File: config.mk
export PLATFORM = sky130hd
export DESIGN_NAME = hw_ctrl_seq_flat
export DESIGN_NICKNAME = d
export VERILOG_FILES = /design/src/rtl/hw_ctrl_pkg.sv /design/src/rtl/hw_ctrl_seq_if.sv /design/src/rtl/irq_arbiter.sv /design/src/rtl/hw_ctrl_seq.sv /design/src/flat_wrapper.sv
export SDC_FILE = /design/constraint.sdc
export NUM_CORES = 1
export LEC_CHECK = 0
export BUFFER_PORTS_ARGS = -buffer_cell sky130_fd_sc_hd__buf_2
export CORE_MARGIN = 1
export CORE_UTILIZATION = 33
export DETAILED_ROUTE_END_ITERATION = 6
export PLACE_DENSITY_LB_ADDON = 0.25
export SLEW_MARGIN = 40
export SYNTH_ARGS = -nofsm -noshare
export SYNTH_HDL_FRONTEND = slang
export SYNTH_SLANG_ARGS = --single-unit
File: constraint.sdc
create_clock -name clk -period 2.6 [get_ports clk]
set_clock_uncertainty 0.15 [all_clocks]
set_input_delay 0.13 -clock clk [delete_from_list [all_inputs] [get_ports clk]]
set_output_delay 0.13 -clock clk [all_outputs]
set_load 0.1 [all_outputs]
File: src/rtl/hw_ctrl_pkg.sv
// Shared constants and helpers for the hw_ctrl_seq beat sequencer.
package hw_ctrl_pkg;

  localparam logic [2:0] W_IDLE  = 3'b000;
  localparam logic [2:0] W1      = 3'b001;
  localparam logic [2:0] W2      = 3'b010;
  localparam logic [2:0] W3      = 3'b100;

  localparam logic [2:0] SW_PROG = 3'b000;

  // Caller truncates the result to the vector width.
  function automatic logic [31:0] irq_vector(input logic [31:0] base,
                                             input logic [31:0] stride,
                                             input logic [31:0] idx);
    return base + idx * stride;
  endfunction

endpackage

File: src/rtl/hw_ctrl_seq_if.sv
// Console, decoder and interrupt signals of the hw_ctrl_seq sequencer.
interface hw_ctrl_seq_if #(
  parameter int NIRQ = 4,
  parameter int VECW = 8
);
  logic            run;
  logic [2:0]      sw;
  logic            short_i;
  logic            long_i;
  logic            stop_i;
  logic            set_st0_i;
  logic            iret_i;
  logic [NIRQ-1:0] irq;
  logic [2:0]      w;
  logic            running;
  logic            st0;
  logic            st1;
  logic            int_en;
  logic            int_ack;
  logic [VECW-1:0] int_vec;

  modport master (
    output run, sw, short_i, long_i, stop_i, set_st0_i, iret_i, irq,
    input  w, running, st0, st1, int_en, int_ack, int_vec
  );

  modport slave (
    input  run, sw, short_i, long_i, stop_i, set_st0_i, iret_i, irq,
    output w, running, st0, st1, int_en, int_ack, int_vec
  );
endinterface

File: src/rtl/irq_arbiter.sv
// Picks one pending interrupt channel. Fixed priority (lowest index) by default;
// define HW_CTRL_RR_PRIO_EN for round-robin starting after the last grant.
module irq_arbiter #(
  parameter int NIRQ = 4,
  parameter int IDXW = 2
) (
  input  logic [NIRQ-1:0] pending,
  input  logic [IDXW-1:0] last,
  output logic [NIRQ-1:0] grant,
  output logic [IDXW-1:0] idx
);

`ifdef HW_CTRL_RR_PRIO_EN
  // Walk from farthest to nearest so the channel right after last wins.
  always_comb begin
    grant = '0;
    idx   = '0;
    for (int n = NIRQ; n >= 1; n--) begin
      if (pending[IDXW'((int'(last) + n) % NIRQ)]) begin
        grant = '0;
        grant[IDXW'((int'(last) + n) % NIRQ)] = 1'b1;
        idx   = IDXW'((int'(last) + n) % NIRQ);
      end
    end
  end
`else
  logic unused_last;
  assign unused_last = ^last;

  always_comb begin
    grant = '0;
    idx   = '0;
    for (int i = NIRQ - 1; i >= 0; i--) begin
      if (pending[i]) begin
        grant    = '0;
        grant[i] = 1'b1;
        idx      = IDXW'(i);
      end
    end
  end
`endif

endmodule

File: src/rtl/hw_ctrl_seq.sv
// Instruction beat sequencer (W1/W2/W3) with vectored interrupt-cycle entry.
// Channel selection policy follows HW_CTRL_RR_PRIO_EN (see irq_arbiter).
module hw_ctrl_seq
  import hw_ctrl_pkg::*;
#(
  parameter int              NIRQ       = 4,
  parameter int              VECW       = 8,
  parameter logic [VECW-1:0] VEC_BASE   = 8'hE0,
  parameter int              VEC_STRIDE = 4
) (
  input logic          clk,
  input logic          clr,
  hw_ctrl_seq_if.slave bus
);

  // state (w) | meaning
  // 000       | halted, waiting for run
  // 001       | W1 (interrupt cycle: ack beat when st1=1)
  // 010       | W2 (iret_i honoured here; final beat of interrupt cycle)
  // 100       | W3, only reached when long_i extends an instruction

  localparam int IDXW = (NIRQ > 1) ? $clog2(NIRQ) : 1;

  logic [2:0]      w;
  logic            running, st0, st1, int_en, int_ack, stop_pend;
  logic [VECW-1:0] int_vec;
  logic [NIRQ-1:0] irq_s, irq_d, irq_rise, pending, grant, ack_clr;
  logic [IDXW-1:0] arb_idx, last_idx;
  logic [2:0]      sw_q;
  logic            instr_end, accept;

  irq_arbiter #(.NIRQ(NIRQ), .IDXW(IDXW)) u_arb (
    .pending (pending),
    .last    (last_idx),
    .grant   (grant),
    .idx     (arb_idx)
  );

  assign irq_rise = irq_s & ~irq_d;

  always_comb begin
    instr_end = 1'b0;
    if (running) begin
      case (w)
        W1:      instr_end = !st1 && bus.short_i;
        W2:      instr_end = st1 || !bus.long_i;
        W3:      instr_end = 1'b1;
        default: instr_end = 1'b0;
      endcase
    end
  end

  assign accept  = instr_end && !st1 && (bus.sw == SW_PROG) && int_en && (|pending);
  assign ack_clr = accept ? grant : '0;

  always_ff @(posedge clk) begin
    if (clr) begin
      running   <= 1'b0;
      w         <= W_IDLE;
      st0       <= 1'b0;
      st1       <= 1'b0;
      int_en    <= 1'b1;
      int_ack   <= 1'b0;
      int_vec   <= '0;
      pending   <= '0;
      irq_s     <= '0;
      irq_d     <= '0;
      sw_q      <= SW_PROG;
      stop_pend <= 1'b0;
      last_idx  <= IDXW'(NIRQ - 1);
    end else begin
      irq_s   <= bus.irq;
      irq_d   <= irq_s;
      sw_q    <= bus.sw;
      int_ack <= 1'b0;
      // A fresh edge on the channel being acknowledged keeps it pending.
      pending <= (pending & ~ack_clr) | irq_rise;

      if (!running) begin
        if (bus.run) begin
          running <= 1'b1;
          w       <= W1;
        end
      end else if (!instr_end) begin
        w <= (w == W1) ? W2 : W3;
        if (w == W2 && !st1 && bus.iret_i) int_en <= 1'b1;
      end else if (st1) begin
        st1       <= 1'b0;
        stop_pend <= 1'b0;
        if (stop_pend) begin
          running <= 1'b0;
          w       <= W_IDLE;
        end else begin
          w <= W1;
        end
      end else begin
        st0 <= bus.set_st0_i;
        if (w == W2 && bus.iret_i) int_en <= 1'b1;
        if (accept) begin
          st1       <= 1'b1;
          w         <= W1;
          int_ack   <= 1'b1;
          int_en    <= 1'b0;
          int_vec   <= VECW'(irq_vector(32'(VEC_BASE), 32'(VEC_STRIDE), 32'(arb_idx)));
          last_idx  <= arb_idx;
          stop_pend <= bus.stop_i;
        end else if (bus.stop_i) begin
          running <= 1'b0;
          w       <= W_IDLE;
        end else begin
          w <= W1;
        end
      end

      if (bus.sw != sw_q) st0 <= 1'b0;
    end
  end

  assign bus.w       = w;
  assign bus.running = running;
  assign bus.st0     = st0;
  assign bus.st1     = st1;
  assign bus.int_en  = int_en;
  assign bus.int_ack = int_ack;
  assign bus.int_vec = int_vec;

endmodule

File: src/flat_wrapper.sv
// flat-port wrapper written by rule: the top's interface ports become plain ports
module hw_ctrl_seq_flat import hw_ctrl_pkg::*;
#(
  parameter int              NIRQ       = 4,
  parameter int              VECW       = 8,
  parameter logic [VECW-1:0] VEC_BASE   = 8'hE0,
  parameter int              VEC_STRIDE = 4
)
  (clk, clr, bus_run, bus_sw, bus_short_i, bus_long_i, bus_stop_i, bus_set_st0_i, bus_iret_i, bus_irq, bus_w, bus_running, bus_st0, bus_st1, bus_int_en, bus_int_ack, bus_int_vec);
  hw_ctrl_seq_if #(.NIRQ(NIRQ), .VECW(VECW)) bus_i ();
  input logic clk;
  input logic clr;
  input wire logic [$bits(bus_i.run)-1:0] bus_run;
  input wire logic [$bits(bus_i.sw)-1:0] bus_sw;
  input wire logic [$bits(bus_i.short_i)-1:0] bus_short_i;
  input wire logic [$bits(bus_i.long_i)-1:0] bus_long_i;
  input wire logic [$bits(bus_i.stop_i)-1:0] bus_stop_i;
  input wire logic [$bits(bus_i.set_st0_i)-1:0] bus_set_st0_i;
  input wire logic [$bits(bus_i.iret_i)-1:0] bus_iret_i;
  input wire logic [$bits(bus_i.irq)-1:0] bus_irq;
  output wire logic [$bits(bus_i.w)-1:0] bus_w;
  output wire logic [$bits(bus_i.running)-1:0] bus_running;
  output wire logic [$bits(bus_i.st0)-1:0] bus_st0;
  output wire logic [$bits(bus_i.st1)-1:0] bus_st1;
  output wire logic [$bits(bus_i.int_en)-1:0] bus_int_en;
  output wire logic [$bits(bus_i.int_ack)-1:0] bus_int_ack;
  output wire logic [$bits(bus_i.int_vec)-1:0] bus_int_vec;
  assign bus_i.run = bus_run;
  assign bus_i.sw = bus_sw;
  assign bus_i.short_i = bus_short_i;
  assign bus_i.long_i = bus_long_i;
  assign bus_i.stop_i = bus_stop_i;
  assign bus_i.set_st0_i = bus_set_st0_i;
  assign bus_i.iret_i = bus_iret_i;
  assign bus_i.irq = bus_irq;
  assign bus_w = bus_i.w;
  assign bus_running = bus_i.running;
  assign bus_st0 = bus_i.st0;
  assign bus_st1 = bus_i.st1;
  assign bus_int_en = bus_i.int_en;
  assign bus_int_ack = bus_i.int_ack;
  assign bus_int_vec = bus_i.int_vec;
  hw_ctrl_seq #(.NIRQ(NIRQ), .VECW(VECW), .VEC_BASE(VEC_BASE), .VEC_STRIDE(VEC_STRIDE)) u_core (.clk(clk), .clr(clr), .bus(bus_i));
endmodule
# Word level (Yosys, flattened, before mapping)
# Cells that the tools add are included.
# word_totals
ff_bits,32
word_cells,85
# classes
add_sub_neg,1
n_eq_ne,6
muxes,35
n_bitwise,8
n_reduce_logical,23
# ops
cell,count
$mux W4,5
$mux W1,19
$mux W3,6
$add A8 B4 Y8 const A,1
$and A4 B4 Y4,2
$logic_and A1 B1 Y1,8
$mux W2,4
$not A4 Y4,2
$reduce_and A4 Y1,2
$reduce_and A3 Y1,2
$reduce_bool A2 Y1,3
$or A4 B4 Y4,1
$reduce_or A4 Y1,1
$eq A3 B1 Y1 const B,1
$eq A3 B2 Y1 const B,1
$eq A3 B3 Y1 const B,1
$logic_not A3 Y1,1
$ne A3 B3 Y1,1
$ne A3 B3 Y1 const B,1
$not A1 Y1,3
$pmux W1 S3,1
$reduce_or A3 Y1,1
$logic_not A1 Y1,2
$ne A2 B2 Y1 const B,1
3 further kinds,3

# Depth between registers and ports, before layout
# logic_depth
word_depth,12
mapped_depth,5

# Cells and area by module
# A second synthesis with hierarchy kept.
# unflattened
hier_cells,139
area_unflattened_um2,1336.3
# by_module_without_submodules
mod,n_inst,cells_each,area_per_inst_um2,seq_area_each_um2
hw_ctrl_seq,1,130,1276.2,580.6
irq_arbiter,1,9,60.1,0.0

# Worst setup path after synthesis
# No wires, ideal clock.
# synth_path
kind,register to register
start,"register u_core.int_en, in the netlist u_core.bus.int_en"
end,"register u_core.int_vec[3], in the netlist u_core.bus.int_vec[3]"
arrival_time_ps,2306
slack_ps,28
path_stages_with_launch,6
path_buffers,1
synth_period_minus_slack_ps,2572
path_cell_list,dfxtp_1 > or4b_4 > or3_1 > clkbuf_2 > o31a_1 > o21a_1
# synth_via
elab_chain_cells,3
# synth_rtl
item,line,source
from (decl),hw_ctrl_seq.sv:25,"logic running, st0, st1, int_en, int_ack, stop_pend;"
from (signal assigned),hw_ctrl_seq.sv:62,int_en <= 1'b1;
from (signal assigned),hw_ctrl_seq.sv:86,if (w == W2 && !st1 && bus.iret_i) int_en <= 1'b1;
from (signal assigned),hw_ctrl_seq.sv:98,if (w == W2 && bus.iret_i) int_en <= 1'b1;
$logic_and A1 B1 Y1 (2 in a row),hw_ctrl_seq.sv:53,assign accept = instr_end && !st1 && (bus.sw == SW_PROG) && int_en && (|pending);
$reduce_and A4 Y1 (no source line),n/a,
to (signal assigned),hw_ctrl_seq.sv:104,"int_vec <= VECW'(irq_vector(32'(VEC_BASE), 32'(VEC_STRIDE), 32'(arb_idx)));"
to (decl),hw_ctrl_seq.sv:26,logic [VECW-1:0] int_vec;
# Every way passes these cells.
# A chain may end at the register's enable or synchronous reset.

# Final worst setup path
# layout_path
start,"register u_core.w[1], in the netlist u_core.bus.w[1]"
end,"register u_core.st0, in the netlist u_core.bus.st0"
# layout_via
elab_chain_cells,4
# layout_rtl
item,line,source
from (decl),hw_ctrl_seq.sv:24,logic [2:0] w;
from (signal assigned),hw_ctrl_seq.sv:85,w <= (w == W1) ? W2 : W3;
$eq A3 B3 Y1 (tied with other cells),hw_ctrl_seq.sv:44,case (w)
$pmux W1 S3 *,hw_ctrl_seq.sv:44,
$mux W1 *,hw_ctrl_seq.sv:43,if (running) begin
$reduce_and A3 Y1 (no source line) *,n/a,
to (signal assigned),hw_ctrl_seq.sv:97,st0 <= bus.set_st0_i;
to (decl),hw_ctrl_seq.sv:25,
# Mark *: on every way between the ends. The rest lies on a longest branch, timed or not.

==> flow_metrics.env <==
export IMPL_wl_per_cell_um=11.4
export IMPL_clock_sinks=27
export IMPL_io_buffers=27
export IMPL_clock_fmax_ghz=0.448
export IMPL_cts_tree="done"
export IMPL_p_leak_nw=0.576
export IMPL_fin_util_pct=44.8
export IMPL_cts_root_buf="clkbuf_4"
export IMPL_cts_buffers=3
export IMPL_grt_overflow=0
export IMPL_yosysTopAreaCell="dfxtp_1"
export IMPL_gp_congestion=0.758
export IMPL_synth_cell_type_count=35
export IMPL_hold_ws_ns=0.0244
export IMPL_seqPwrFrac_pct=56.4
export IMPL_slew_viol_final=0
export IMPL_dp_cells=190
export IMPL_wirelength_um=2320
export IMPL_clockBufferDepth=2
export IMPL_initial_utilization_pct=35.9
export IMPL_period_needed_ns=2.23
export IMPL_die_w_um=60.8
export IMPL_ys_ff_latch=27
export IMPL_worstSkewPairLatency_ns=0.32
export IMPL_setup_viol=0
export IMPL_required_ns=2.68
export IMPL_p_per_area_nw_per_um2=559
export IMPL_std_cell_rows=20
export IMPL_grt_first_pass_wirelength_um=3930
export IMPL_die_area_um2=3700
export IMPL_async_flop_share_pct=0
export IMPL_area_growth_syn_to_layout_pct=24.6
export IMPL_viasPerCell=4.87
export IMPL_dp_hpwl_um=1630
export IMPL_num_antenna_cells=0
export IMPL_slew_headroom_pct=65.9
export IMPL_cp_max_fo=11
export IMPL_ios=31
export IMPL_grt_max_degree=25
export IMPL_switching_share_pct=31.9
export IMPL_layout_drive_gt1_share_pct=21.9
export IMPL_avgSynthCellArea_um2=9.14
export IMPL_antenna_found_initial=0
export IMPL_p_comb_share_pct=20.2
export IMPL_min_period_over_period_pct=85.9
export IMPL_synth_top_area_share_pct=47.3
export IMPL_synthesis_area_um2=1140
export IMPL_rsz0062_at_grt="no"
export IMPL_fin_tns_setup_ns=0
export IMPL_cap_violations=0
export IMPL_p_switching_mw=0.254
export IMPL_synthTopCellsByArea="dfxtp_1, nor2b_1, a21oi_1"
export IMPL_cts_clk_slew_worst_paths_ns=0.15
export IMPL_final_nets=176
export IMPL_worstPathArrival_ns=2.31
export IMPL_core_area_um2=3180
export IMPL_final_cells=204
export IMPL_synth_edf_count=0
export IMPL_power_frac_clock_pct=23.4
export IMPL_drt_pass1_iterations=4
export IMPL_drt_initial_drc_count=16
export IMPL_status="finished clean"
export IMPL_ant_nets=0
export IMPL_grt_usage_pct=14.2
export IMPL_hp_class="in2reg"
export IMPL_critPathKind="reg2reg"
export IMPL_fp_dieH_um=60.8
export IMPL_finalHoldViolCount=0
export IMPL_cts_setup_buffers=0
export IMPL_synthCells=125
export IMPL_ys_flop_type="dfxtp_1"
export IMPL_yosys_warnings=0
export IMPL_cp_end_kind="register"
export IMPL_vias=993
export IMPL_htree_levels=1
export IMPL_p_int_mw=0.542
export IMPL_grt_pass1_vias=915
export IMPL_max_vdd_ir_drop_v=0.000286
export IMPL_mostFrequentLayoutCells="buf_2, dfxtp_1, a21oi_1"
export IMPL_drc=0
export IMPL_synth_yosys_seq_area_share_pct=47.3
export IMPL_tightest_slew_ns=0.507
export IMPL_start_kind="register"
-- cell usage after synthesis (2+ instances only) --
cell type and n:
nand2_1 4, o21a_1 2, nand4_1 2, o21ai_0 2, nor3_1 5, nor2_1 7
xnor2_1 3, a21oi_1 13, nand2b_1 6, a211oi_1 2, inv_1 6, or3_1 2
dfxtp_1 27, nor4_1 2, o31ai_1 3, nor2b_1 11, clkbuf_1 3, buf_4 5
o41ai_1 2, o31a_1 2, o21ai_1 2
-- final cells by class --
class / instances / area (um2)
inverter: 7 / 26.3
clock buffer: 3 / 22.5
tap: 44 / 55.1
fill: 316 / 1750
sequential: 27 / 541
multi-input combinational: 84 / 529
timing repair buffer: 38 / 243
clock inverter: 1 / 7.51
-- routing by layer --
layer / part of all wire (%) / up-vias / track usage, %
met5: 0 / - / 0
met4: 0.82 / 0 / 4.87
met3: 4.1 / 2 / 2.13
met2: 49 / 25 / 24.6
met1: 46 / 454 / 18.0
li1: - / 512 / -
-- what timing repair did --
action | in CTS | in global routing
gates resized for setup | 0 | 0
hold buffers | 10 | 0
endpoints found under the hold margin | 9 | 0
-- path summary, 6_finish.rpt --
| path | endpoint | depth (start not counted) | slack (ns) | start |
|---|---|---|---|---|
| setup / recovery | u_core.bus.st0$_SDFFE_PP0P_ | 6 | 0.37 | u_core.bus.w[1]$_SDFFE_PP0P_ |
| hold / removal | u_core.stop_pend$_SDFFE_PP0P_ | 4 | 0.02 | bus_stop_i |
| setup reg to reg | u_core.bus.st0$_SDFFE_PP0P_ | 6 | 0.37 | u_core.bus.w[1]$_SDFFE_PP0P_ |
| hold reg to reg | u_core.pending[3]$_SDFF_PP0_ | 1 | 0.29 | u_core.irq_d[3]$_SDFF_PP0_ |
-- stage by stage --
step | setup WS [ns] | instance area (um2) | total power, mW
2_1_floorplan | 0.0279 | 1150 | 0.577
3_3_place_gp | 0.718 | 1290 | 0.607
3_5_place_dp | 0.613 | 1290 | 0.609
4_1_cts | 0.422 | 1420 | 0.800
5_1_grt | 0.209 | 1420 | 0.831
6_report | 0.366 | 1420 | 0.796
-- critical path, stage by stage (launching register included) --
cell and delay [ns]:
dfxtp_1 0.48, nor2b_1 0.29, a211oi_1 0.11, buf_4 0.19
o31ai_1 0.26, a21oi_1 0.10, dlygate4sd3_1 0.56
-- kinds of logic (layout without fill, tap and decap cells) --
| logic type | after synthesis | in the layout | share of synthesized area (%) |
|---|---|---|---|
| flops | 27 | 27 | 47.3 |
| xor+xnor | 3 | 3 | 2.30 |
| simple gates | 43 | 43 | 21.9 |
| buf+inv | 16 | 49 | 7.01 |
| compound gates | 35 | 35 | 21.1 |
| other cells | 1 | 3 | 0.328 |
-- state kept, by name, summed over array words and instances (netlist names) --
signal / count
u_core.bus.running: 1
u_core.bus.int_ack: 1
u_core.bus.int_vec: 3
u_core.bus.w: 3
u_core.sw_q: 3
u_core.bus.st0: 1
u_core.irq_d: 4
u_core.bus.st1: 1
u_core.pending: 4
u_core.irq_s: 4
u_core.bus.int_en: 1
u_core.stop_pend: 1
-- power by group through the flow --
stage / Sequential, mW / Clock (mW) / Combinational, mW
6_report: 0.449 / 0.186 / 0.161
5_1_grt: 0.453 / 0.205 / 0.174
4_1_cts: 0.449 / 0.190 / 0.161
3_5_place_dp: 0.458 / 0 / 0.151
3_3_place_gp: 0.458 / 0 / 0.149
2_1_floorplan: 0.491 / 0 / 0.0858
Power figures use the tool's default switching activity.
